<file path="config.mk">
export PLATFORM = sky130hd
export DESIGN_NAME = tug_of_war_core
export DESIGN_NICKNAME = d
export VERILOG_FILES = /design/src/rtl/tug_of_war_core.sv
export SDC_FILE = /design/constraint.sdc
export NUM_CORES = 1
export LEC_CHECK = 0
export ABC_AREA = 1
export CAP_MARGIN = 0
export CORE_MARGIN = 2
export CORE_UTILIZATION = 40
export DETAILED_ROUTE_END_ITERATION = 8
export GPL_TIMING_DRIVEN = 0
export PLACE_DENSITY = 0.67
export SYNTH_ARGS = -nofsm -noshare
export SYNTH_HDL_FRONTEND = slang
export SYNTH_SLANG_ARGS = --single-unit
</file>
<file path="constraint.sdc">
create_clock -name clk -period 1.3 [get_ports clk]
set_clock_uncertainty 0.05 [all_clocks]
set_input_delay 0.26 -clock clk [delete_from_list [all_inputs] [get_ports clk]]
set_output_delay 0.26 -clock clk [all_outputs]
set_load 0.02 [all_outputs]
</file>
<file path="src/rtl/tug_of_war_core.sv">
// Two-player tug-of-war: a one-hot light walks between players; reaching your end scores a round.
// Optional CPU opponent for player 2 is built only when TUG_OF_WAR_CPU_PLAYER_EN is defined.
module tug_of_war_core #(
   parameter int unsigned N_LIGHTS = 9,
   parameter int unsigned SCORE_W  = 3,
   parameter int unsigned LFSR_W   = 10,
   parameter int unsigned TICK_W   = 2
) (
   input  logic                clk,
   input  logic                reset_n,
   input  logic                key_p1,
   input  logic                key_p2,
   input  logic                cpu_mode,
   input  logic [LFSR_W-2:0]   difficulty,
   input  logic                new_game,
   output logic [N_LIGHTS-1:0] leds,
   output logic [SCORE_W-1:0]  p1_score,
   output logic [SCORE_W-1:0]  p2_score,
   output logic                game_over,
   output logic                winner
);

   localparam int unsigned             CENTER    = N_LIGHTS / 2;
   localparam logic [N_LIGHTS-1:0]     CENTER_OH = N_LIGHTS'(1) << CENTER;
   localparam logic [SCORE_W-1:0]      SCORE_MAX = '1;
   localparam int unsigned             N_KEYS    = 3;

   // Key vector order: 0 = p1, 1 = p2, 2 = new_game
   logic [N_KEYS-1:0] key_raw_c;
   logic [N_KEYS-1:0] sync1, sync2, prev, armed;
   logic [1:0]        warm;
   logic              warm_done_c;
   logic [N_KEYS-1:0] pulse_c;

   assign key_raw_c   = {new_game, key_p2, key_p1};
   assign warm_done_c = (warm == 2'd2);
   assign pulse_c     = sync2 & ~prev & armed;

   // A key only arms once it has been seen released after reset, so a held key cannot fire.
   always_ff @(posedge clk or negedge reset_n) begin
      if (!reset_n) begin
         sync1 <= '0;
         sync2 <= '0;
         prev  <= '0;
         armed <= '0;
         warm  <= '0;
      end else begin
         sync1 <= key_raw_c;
         sync2 <= sync1;
         prev  <= sync2;
         armed <= armed | ({N_KEYS{warm_done_c}} & ~sync2);
         if (!warm_done_c) warm <= warm + 2'd1;
      end
   end

   logic p1_pulse_c, p2_pulse_c, ng_pulse_c;
   assign p1_pulse_c = pulse_c[0];
   assign ng_pulse_c = pulse_c[2];

`ifdef TUG_OF_WAR_CPU_PLAYER_EN
   logic [LFSR_W-1:0] lfsr;
   logic [TICK_W-1:0] tick;
   logic              cpu_pulse_c;

   // XNOR LFSR starts from zero; all-ones is its only lock-up state.
   always_ff @(posedge clk or negedge reset_n) begin
      if (!reset_n) begin
         lfsr <= '0;
         tick <= '0;
      end else begin
         lfsr <= {lfsr[LFSR_W-2:0], ~(lfsr[LFSR_W-1] ^ lfsr[LFSR_W-4])};
         tick <= tick + TICK_W'(1);
      end
   end

   assign cpu_pulse_c = cpu_mode & (&tick) & ({1'b0, difficulty} > lfsr);
   assign p2_pulse_c  = cpu_mode ? cpu_pulse_c : pulse_c[1];
`else
   logic unused_cpu_c;
   assign unused_cpu_c = ^{cpu_mode, difficulty};
   assign p2_pulse_c   = pulse_c[1];
`endif

   logic [N_LIGHTS-1:0] leds_d;
   logic [SCORE_W-1:0]  p1_d, p2_d;
   logic                go_d, win_d;

   // Playfield next state; new_game wins over any move, moves are frozen once the game is over.
   always_comb begin
      leds_d = leds;
      p1_d   = p1_score;
      p2_d   = p2_score;
      go_d   = game_over;
      win_d  = winner;
      if (ng_pulse_c) begin
         leds_d = CENTER_OH;
         p1_d   = '0;
         p2_d   = '0;
         go_d   = 1'b0;
         win_d  = 1'b0;
      end else if (!game_over && (p1_pulse_c ^ p2_pulse_c)) begin
         if (p1_pulse_c) begin
            if (leds[0]) begin
               leds_d = CENTER_OH;
               p1_d   = p1_score + SCORE_W'(1);
               if (p1_d == SCORE_MAX) begin
                  go_d  = 1'b1;
                  win_d = 1'b0;
               end
            end else begin
               leds_d = leds >> 1;
            end
         end else begin
            if (leds[N_LIGHTS-1]) begin
               leds_d = CENTER_OH;
               p2_d   = p2_score + SCORE_W'(1);
               if (p2_d == SCORE_MAX) begin
                  go_d  = 1'b1;
                  win_d = 1'b1;
               end
            end else begin
               leds_d = leds << 1;
            end
         end
      end
   end

   always_ff @(posedge clk or negedge reset_n) begin
      if (!reset_n) begin
         leds      <= CENTER_OH;
         p1_score  <= '0;
         p2_score  <= '0;
         game_over <= 1'b0;
         winner    <= 1'b0;
      end else begin
         leds      <= leds_d;
         p1_score  <= p1_d;
         p2_score  <= p2_d;
         game_over <= go_d;
         winner    <= win_d;
      end
   end

endmodule

</file>
======== Word-level counts from Yosys, hierarchy flattened ========
Cells that the tools add are included.
word-level totals
  word-level logic and storage cells ...... 62
  register bits ........................... 31
operators by class
  $add $sub $neg .......................... 3
  muxes and demuxes ....................... 25
  bitwise operators ....................... 7
  equal/unequal tests ..................... 6
  reductions and logical operators ........ 11
operators with widths
  kind                                                   number
  2-to-1 mux 9 bit                                       4
  2-to-1 mux 3 bit                                       8
  2-to-1 mux 1 bit                                       12
  bitwise AND 3 bit                                      3
  2-to-1 mux 8 bit                                       1
  nonzero test 2 bit                                     4
  adder 3 x 1 -> 3 bit, second input constant            2
  equality test 3 bit, second input constant             2
  NOT 3 bit                                              2
  AND reduction 3 bit                                    2
  nonzero test 3 bit                                     2
  AND reduction 5 bit                                    1
  inequality test 3 x 1 -> 1 bit, second input constant  1
  inequality test 3 x 2 -> 1 bit, second input constant  1
  OR 3 bit                                               1
  adder 2 x 1 -> 2 bit, second input constant            1
  equality test 2 bit, second input constant             1
  inequality test 2 x 1 -> 1 bit, second input constant  1
  logical AND 1 bit                                      1
  logical NOT 1 bit                                      1
  XOR 1 bit                                              1

======== Logic depth before layout (Yosys ltp) ========
Gate-level depths: netlist (run 1).
  depth after elaboration ................. 7
  gate-level depth with buffers ........... 10

======== Worst setup path before layout (run 1) ========
Ideal clock, no wire load.
  path kind ............................... flip-flop to flip-flop
  start point ............................. register p1_score[0]
  end point ............................... register game_over
  setup slack ............................. -0.086 ns
  arrival time ............................ 1.219 ns
  clock period less this slack ............ 1.386 ns
  required time ........................... 1.133 ns
  stages on the path, launching flop included .. 10
  cells stage by stage .................... dfrtp_1 ha_1 nand2_1 nand3_1 nand2_1 nand2_1 nor2_2 nand2_1 nand2_1 nand2_1
on the way
  longest elaborated chain between the ends .. 4
RTL lines
  what                                             line  RTL
  start: declaration                               17    output logic [SCORE_W-1:0] p1_score,
  start signal: assignment                         137   p1_score <= p1_d;
  adder 3 x 1 -> 3 bit                             105   p1_d = p1_score + SCORE_W'(1);
  equality test 3 bit                              106   if (p1_d == SCORE_MAX) begin
  inequality test 3 x 1 -> 1 bit (no source line)  -
  AND reduction 5 bit (no source line)             -
  end signal: assignment                           139   game_over <= go_d;
  end: declaration                                 19    output logic game_over,
No other way between the ends.
A chain may end at the register's enable or synchronous reset.

======== Final worst setup path (run 1) ========
  start point ............................. register prev[2]
  end point ............................... register p1_score[0]
on the way
  longest elaborated chain between the ends .. 5
RTL lines
  what                                  line  RTL
  start: declaration                    30    logic [N_KEYS-1:0] sync1, sync2, prev, armed;
  start signal: assignment              50    prev <= sync2;
  NOT 3 bit *                           37    assign pulse_c = sync2 & ~prev & armed;
  bitwise AND 3 bit * (2 in series)     37
  nonzero test 2 bit (no source line)   -
  AND reduction 3 bit (no source line)  -
Every way passes the cells marked *; elsewhere a longest branch is shown, timed or not.

==> impl_metrics.toml, run 1 <==
[synthesis]
yosys.area_share.adder = 0.0432
synth.area.mux_share = 0
syn_inst = 157
yosys.area_share.simple = 0.246
post_synth.cell_area_avg_um2 = 9.22
yosysTopAreaCellShare = 0.519
synth_area_leader_cell = "dfrtp_1"
yosys-top-cells-area = "dfrtp_1 52%, nand2_1 12%, inv_1 4.4%"
synth_fp_nets = 177
synth_most_common_cell = "nand2_1"
synth_commonest_cells = "47 x nand2_1, 30 x dfrtp_1, 17 x inv_1"
async_reset_ff_frac = 1.00
synth-edff-count = 0
syn_area_um2 = 1450
ys_ff_latch = 31
synth-compound-area-share = 0.0977
synth-xor-area-share = 0.00605
netlist-cell-type-count = 24
synth-main-ff-cell = "dfrtp_1"
synth_top_family_by_area = "simple AND/OR/NAND/NOR gates"
ys_warn_count = 0
synth-seq-area-share = 0.537

[sta]
relSlewSlack = 0.485
finalHoldViolCount = 0
finalMaxSlewViolations = 0
finalCritPeriodShare = 1.07
fin_ws_ns = -0.0914
grt_setup_unrepaired = "yes"
fin_hold_ws_ns = 0.0348
setup-violations-final = 18
tightest_slew_ns = 0.773
clock.fmax_ghz = 0.719
final.min_clock_period_ns = 1.39
finalSetupTns_ns = -0.769

[setup_path]
cpMaxStageDelayCell = "dfrtp_1"
cp_top_family = "simple AND/OR/NAND/NOR gates"
cp.required_ns = 1.48
worstPathCellList = "nand3b_1 -> clkbuf_8 -> o21ai_1 -> nand2_2 -> nand2_1 -> o21ai_1"
path_max_fanout = 6
path_buf_inv = 1
crit_top_cell = "o21ai_1"
crit_type = "flop to flop"
max_stage_delay_ns = 0.38
end_kind = "flop"
crit_start = "prev[2]"
r2r-start = "prev[2]"
crit_path_start_kind = "flop"
cp.arrival_ns = 1.57

[cells_and_area]
area_growth_pct = 34.6
layout-drive-gt1-share = 0.400
nFillCells = 305
nNetsFinal = 220
antenna_cells = 0

[global_route]
grt_pass1_wl_mm = 5.43
antenna_found_initial = 0
grt_max_degree = 32
grt_usage = 0.174
grt-ovfl-total = 0
grt_pass1_vias = 1185

[floorplan]
design.core.area_um2 = 3420
io_pins = 32
die_w_um = 64.2
start_util = 0.424
num_rows = 21
die_area_um2 = 4120
die_h_um = 64.2

[power_and_ir_drop]
ir_drop_v = 0.000772
clkPwrFrac = 0.165
seqPwrFrac = 0.409
switching_share = 0.400
p_leak_nw = 0.970
internal-power_mw = 2.08
power_switching_mw = 1.39
p_comb_frac = 0.427
p_per_area_nw_per_um2 = 1780

[clocking]
cts_buffer_depth = 2
insertion_delay_ns = 0.33
clockRootBuffer = "clkbuf_4"
postCtsHoldBufs = 0
clkTransAtPathRegs_ns = 0.10
clock_sinks = 31
cts.htree.levels = 2
cts_tree = "yes"
cts_made_buffers = 5

[placed_design]
hpwl_mm = 2.04
place.gp.congestion = 0.803
port_buffers = 21

[outcome]
violations = "setup timing"
status = "complete, but fails checks"

[drt]
drc = 0
drt-total-wl_mm = 3.11
drt_iter0_drc = 79
ant_nets = 0
drt-vias-per-instance = 4.87
vias = 1197
wl_per_cell_um = 12.6
drt_pass1_iterations = 4

[worst_hold_path]
hp-class = "input port to async pin"

[job]
cap_violations = 0
[metrics by stage]
stage / instance area [um^2] / total power [mW] / cells / setup WS [ns] / util
floorplan: 1460 / 2.21 / 157 / -0.0317 / -
CTS: 1940 / 3.43 / 244 / -0.0749 / 0.569
global route: 1950 / 3.72 / 246 / -0.180 / 0.570
detailed placement: 1730 / 2.79 / 224 / -0.782 / 0.505
global placement: 1730 / 2.76 / 224 / -0.690 / 0.505
finish: 1950 / 3.47 / 246 / -0.0914 / 0.570
[path summary, 6_finish.rpt]
path	end	slack, ns	cells past startpoint
setup / recovery	p1_score[0]	-0.09	6
hold / removal	p1_score[2]	0.03	1
setup reg to reg	p1_score[0]	-0.09	6
hold reg to reg	sync2[1]	0.30	0
max in group asynchronous	sync2[0]	0.62	1
min in group clk	sync2[1]	0.30	0
[cell type report]
type,count,area (um^2),share of cell area
plain buffers,2,33.8,0.0173
multi-input cells,106,678,0.348
clock inverters,1,5.00,0.00257
repair buffers,36,269,0.138
flip-flops and latches,31,783,0.402
clock buffers,6,51.3,0.0263
well taps,46,57.6,0.0295
inverters,18,70.1,0.0360
[flip-flops by register name, summed over array words and instances (netlist names)]
name       cells
leds           9
p2_score       3
sync2          3
game_over      1
winner         1
sync1          3
prev           3
armed          3
p1_score       3
warm           2
[cells by family after synthesis]
logic type | Yosys count
flip-flops | 31
buffers and inverters | 20
XOR/XNOR | 1
adder cells (fa/ha/maj) | 5
AO/OA/AOI/OAI | 24
AND/OR/NAND/NOR | 76
[layout by cell type, fill, tap and decap left out, types with 2 or more instances in the layout]
cell             netlist  routed
buf_2                  0      14
buf_4                  0      12
buf_6                  0       6
clkbuf_4               0       5
clkbuf_8               1       2
clkdlybuf4s50_1        0       3
dfrtp_1               30      25
dfrtp_2                0       5
ha_1                   5       3
ha_4                   0       2
inv_1                 17      13
inv_2                  1       4
nand2_1               47      43
nand2_2                4       6
nand2_4                1       2
nand3_1               12       8
nand3_2                2       5
nor2_1                 4       3
nor2_4                 1       2
o21ai_0                9       4
o21ai_1                7      11
o21ai_2                3       3
o21bai_1               3       3
o22ai_1                2       2
or2_2                  2       2
[routing by layer]
layer,wire length (um),part of all wire,GRT usage,vias up
li1,-,-,-,590
met1,1380,0.45,0.217,577
met2,1530,0.49,0.273,22
met3,140,0.045,0.0563,8
met4,57,0.018,0.0798,0
met5,0,0,0,-
[power by group through the flow]
stage,registers [mW],clock network (mW),logic (mW)
global placement,1.41,0,1.35
finish,1.42,0.572,1.48
CTS,1.41,0.581,1.43
global route,1.45,0.632,1.64
detailed placement,1.43,0,1.37
floorplan,1.64,0,0.573
[what timing repair did]
action | CTS | global route
buffers inserted | 13 | 2
resized for setup | 97 | 13
endpoints found under the setup margin | 65 | 26
pin swaps | 12 | 3
Power figures use the tool's default switching activity.
==> inputs of run 2 (changes only) <==
Settings changed: ABC_AREA 1 to unset, PLACE_DENSITY 0.67 to 0.74.
==> run 2 against run 1 <==
Net effect: sequential share of layout area fell by 3.1 points; critical endpoint is now leds[6]; critical path depth decreased by 2; the flow still finishes with violations (setup timing); sequential power fell by 23%; synthesized cell count shrank 24%; critical path type unchanged.
==> impl_metrics.toml, run 2 <==
[power_and_ir_drop]
internal-power_mw = 1.77
p_leak_nw = 0.989
power_mw = 2.44
p_comb_frac = 0.228
seqPwrFrac = 0.448
power_switching_mw = 0.671
p_per_area_nw_per_um2 = 1150
switching_share = 0.275
ir_drop_v = 0.000690
clkPwrFrac = 0.324

[synthesis]
async_reset_ff_frac = 1.00
synth-seq-area-share = 0.541
synth_fp_nets = 139
synth-edff-count = 0
yosysTopAreaCellShare = 0.523
synth_area_leader_cell = "dfrtp_1"
syn_area_um2 = 1440
ys_warn_count = 0
post_synth.cell_area_avg_um2 = 12.1
ys_ff_latch = 31
yosys-top-cells-area = "dfrtp_1 52%, ha_1 4.4%, mux2i_1 3.5%"
syn_inst = 119
synth-main-ff-cell = "dfrtp_1"
netlist-cell-type-count = 40
synth_most_common_cell = "dfrtp_1"
synth_commonest_cells = "30 x dfrtp_1, 12 x inv_1, 6 x nand2_1, 6 x nor2_1"

[floorplan]
die_area_um2 = 4090
start_util = 0.424
die_h_um = 63.9
die_w_um = 63.9
num_rows = 21
design.core.area_um2 = 3390
io_pins = 32

[drt]
ant_nets = 0
dr_wl_met3_um = 137
drc = 0
wl_per_cell_um = 14.5
drt-vias-per-instance = 5.01
drt_pass1_iterations = 4
wl_met1_mm = 1.27
wl_met2_mm = 1.76
drt_iter0_drc = 37
drt-total-wl_mm = 3.24
vias = 1117
routed.top_layer = "met4"

[sta]
fin_hold_ws_ns = 0.0258
finalMaxSlewViolations = 0
relSlewSlack = 0.487
finalCritPeriodShare = 1.19
finalHoldViolCount = 0
final.min_clock_period_ns = 1.55
tightest_slew_ns = 0.769
clock.fmax_ghz = 0.644
setup-violations-final = 20
grt_setup_unrepaired = "yes"
fin_ws_ns = -0.253

[setup_path]
cp.arrival_ns = 1.74
r2r_setup_slack_ns = -0.25
crit_path_start_kind = "flop"
cp.required_ns = 1.48
endpoint = "leds[6]"
r2r_end = "leds[6]"
crit_type = "flop to flop"
crit_start = "sync2[1]"
end_kind = "flop"
path_max_fanout = 5
reg2reg_depth = 4
r2r-start = "sync2[1]"

[cells_and_area]
area_growth_pct = 47.8
antenna_cells = 0
final_cell_count_no_fill = 223
layout-drive-gt1-share = 0.537
fin_area_um2 = 2120
largest_reg_flops = 9
nFillCells = 272
multi_input_area_um2 = 719
nNetsFinal = 196
top_register = "leds"
final_cell_mix = "24 x buf_4, 22 x dfrtp_1, 13 x buf_6"
regArea_um2 = 787
final_common_cell = "buf_4"

[global_route]
grt_usage = 0.163
grt_max_degree = 32
grt-ovfl-total = 0
grt_pass1_vias = 1134
grt_pass1_wl_mm = 5.01
antenna_found_initial = 0

[clocking]
clkTransAtPathRegs_ns = 0.10
insertion_delay_ns = 0.34
cts_tree = "yes"
clock_sinks = 31
clockRootBuffer = "clkbuf_4"
cts.htree.levels = 2
cts_made_buffers = 5
cts_buffer_depth = 2
postCtsHoldBufs = 0

[worst_hold_path]
hp-class = "input port to async pin"

[placed_design]
dp_cells = 186
place.gp.congestion = 0.754
dpl-instance-area_um2 = 1750
hpwl_mm = 1.95
port_buffers = 21

[job]
cap_violations = 0

[outcome]
violations = "setup timing"
status = "complete, but fails checks"
==> run 2: layout make-up <==
| type | count | share of cell area |
|---|---|---|
| flip-flops and latches | 31 | 0.371 |
| multi-input cells | 73 | 0.339 |
| repair buffers | 51 | 0.191 |
| well taps | 46 | 0.0271 |
| clock buffers | 6 | 0.0242 |
| inverters | 12 | 0.0212 |
| clock inverters | 2 | 0.0165 |
| plain buffers | 2 | 0.0106 |
==> run 2: per-stage QoR <==
step / TNS [ns] / util / worst slack [ns]
2_1_floorplan: -1.67 / - / -0.264
3_5_place_dp: -23.95 / 0.516 / -0.754
4_1_cts: -2.90 / 0.586 / -0.294
5_1_grt: -4.16 / 0.626 / -0.295
6_report: -2.85 / 0.626 / -0.253
3_3_place_gp: -21.70 / 0.516 / -0.708
==> run 2: how the worst min path moves through the flow <==
stage                     depth (start not counted)          end
after floorplan                                   0     armed[0]
after global placement                            0     sync2[0]
after detailed placement                          0     sync2[0]
after CTS                                         1  p2_score[2]
after global routing                              1  p2_score[2]
final                                             1  p2_score[0]
==> run 2: power by group through the flow <==
stage               clock [mW]  combinational (mW)  sequential [mW]
floorplan                    0               0.181             1.19
global placement             0               0.417             1.12
detailed placement           0               0.428             1.14
CTS                      0.807               0.488             1.10
global route             0.868               0.591             1.10
finish                   0.791               0.555             1.09
==> run 2: cells by family after synthesis <==
family | synth area share
buffers and inverters | 0.0453
and+or+nand+nor | 0.139
adders and majority gates | 0.0436
muxes | 0.0662
AOI/OAI and AO/OA | 0.117
xor gates and xnor gates | 0.0479
DFF | 0.541
==> run 2: routing by layer <==
layer  up-vias  track usage
met3         9       0.0616
li1        529            -
met2        26        0.281
met4         0       0.0598
met5         -            0
met1       553        0.181
==> run 2: critical path, stage by stage (launching register included) <==
cell and delay (ns):
dfrtp_1 0.39, and3b_2 0.25, xor2_4 0.17, o21ai_4 0.26, mux2_4 0.33
==> run 2: repair_timing <==
| action | in CTS | in global routing |
|---|---|---|
| pin swaps | 6 | 11 |
| endpoints found under the hold margin | 0 | 0 |
| endpoints found under the setup margin | 65 | 26 |
| setup buffers | 21 | 9 |
| gates resized for setup | 78 | 29 |
==> inputs of run 3 (changes only) <==
--- a/config.mk
+++ b/config.mk
@@ -12,3 +12,3 @@
 export GPL_TIMING_DRIVEN = 0
-export PLACE_DENSITY = 0.74
+export PLACE_DENSITY = 0.68
 export SYNTH_ARGS = -nofsm -noshare
--- a/constraint.sdc
+++ b/constraint.sdc
@@ -4,2 +4,2 @@
 set_output_delay 0.26 -clock clk [all_outputs]
-set_load 0.02 [all_outputs]
+set_load 0.01 [all_outputs]
==> run 3 against run 2 <==
Net effect: the run still ends with setup timing left; cell count up 9.4%; worst hold slack better by 0.0077 ns; global-route usage up 2.5 points; wire length up 9.9%; sequential power about the same; die area unchanged; non-clock buffer count up 21; count of clock-buffer cells in the layout up 2.
==> impl_metrics.toml, run 3 (synthesis results as in run 2) <==
[cells_and_area]
antenna_cells = 0
multi_input_area_um2 = 694
nNetsFinal = 217
layout-drive-gt1-share = 0.500
utilization = 0.677
final_cell_mix = "31 x buf_4, 29 x dfrtp_1, 28 x buf_6"
nFillCells = 239
area_growth_pct = 59.7
top_register = "leds"
final_common_cell = "buf_4"
largest_reg_flops = 9
regArea_um2 = 778

[drt]
drt-total-wl_mm = 3.56
drt-vias-per-instance = 4.99
drc = 0
drt_pass1_iterations = 6
drt_iter0_drc = 61
ant_nets = 0
wl_per_cell_um = 14.6
vias = 1217

[global_route]
grt_pass1_vias = 1251
grt_pass1_wl_mm = 5.82
grt_max_degree = 32
grt_usage = 0.187
grt-ovfl-total = 0
antenna_found_initial = 0

[floorplan]
die_h_um = 63.9
num_rows = 21
io_pins = 32
design.core.area_um2 = 3390
die_w_um = 63.9
start_util = 0.424
die_area_um2 = 4090

[power_and_ir_drop]
p_leak_nw = 1.09
p_per_area_nw_per_um2 = 959
ir_drop_v = 0.000452
power_mw = 2.20

[clocking]
cts.htree.levels = 2
clockRootBuffer = "clkbuf_4"
cts_buffer_depth = 2
cts_made_buffers = 5
clock_sinks = 31
clkTransAtPathRegs_ns = 0.10
cts_tree = "yes"
insertion_delay_ns = 0.33
postCtsHoldBufs = 0

[setup_path]
cp.arrival_ns = 1.74
worstPathCellList = "and3b_2 -> xor2_4 -> o21ai_4 -> buf_12 -> mux2_4"
path_buf_inv = 1
cpMaxStageDelayCell = "dfrtp_1"
path_max_fanout = 7
max_stage_delay_ns = 0.40
crit_path_start_kind = "flop"
cp_top_family = "flip-flops"
cp.required_ns = 1.48
end_kind = "flop"
crit_type = "flop to flop"

[sta]
grt_setup_unrepaired = "yes"
clock.fmax_ghz = 0.639
relSlewSlack = 0.482
setup-violations-final = 18
tightest_slew_ns = 0.777
finalMaxSlewViolations = 0
fin_ws_ns = -0.264
finalHoldViolCount = 0
finalCritPeriodShare = 1.20
final.min_clock_period_ns = 1.56
fin_hold_ws_ns = 0.0335

[worst_hold_path]
hp-class = "input port to async pin"

[outcome]
violations = "setup timing"
status = "complete, but fails checks"

[job]
cap_violations = 0

[placed_design]
place.gp.congestion = 0.710
port_buffers = 21
hpwl_mm = 1.81
==> run 3: metrics by stage <==
step           area, um^2  instances  worst slack, ns  TNS, ns
5_1_grt              2290        244           -0.337    -4.57
2_1_floorplan        1450        119           -0.264    -1.49
3_5_place_dp         1720        186           -0.677   -24.00
6_report             2290        244           -0.264    -3.37
3_3_place_gp         1720        186           -0.621   -21.49
4_1_cts              2160        234           -0.274    -2.94
==> run 3: power by group <==
| group | total (mW) | switching, mW | internal, mW |
|---|---|---|---|
| Sequential | 1.09 | 0.0445 | 1.04 |
| Clock | 0.532 | 0.317 | 0.215 |
| Combinational | 0.582 | 0.244 | 0.338 |
| Total | 2.20 | 0.605 | 1.60 |
==> run 3: worst paths after layout <==
kind                          start       end  slack, ns  depth (start not counted)
max                        sync2[1]   leds[6]      -0.26                          5
min                         reset_n   leds[7]       0.03                          1
max reg2reg                sync2[1]   leds[6]      -0.26                          5
min reg2reg                sync1[0]  sync2[0]       0.30                          0
max in group asynchronous   reset_n   leds[0]       0.63                          1
min in group clk           sync1[0]  sync2[0]       0.30                          0
==> run 3: timing repair <==
| action | 4_1_cts | 5_1_grt |
|---|---|---|
| pin swaps | 17 | 17 |
| resized for setup | 72 | 27 |
| setup buffers | 40 | 12 |
| gates cloned | 0 | 0 |
| endpoints found under the setup margin | 65 | 30 |
==> run 3: area by class of cell <==
cell class	count	share of cell area
clock buffer	8	0.0213
multi-input combinational	73	0.303
sequential	31	0.339
timing repair buffer	72	0.282
buffer	2	0.00982
inverter	12	0.0196
tap	46	0.0251
==> run 3: metal layers <==
layer / global-route usage / share of wire / up-vias
met5: 0 / 0 / -
met4: 0.0788 / 0.014 / 0
met3: 0.0493 / 0.036 / 6
li1: - / - / 566
met1: 0.216 / 0.38 / 610
met2: 0.327 / 0.57 / 35
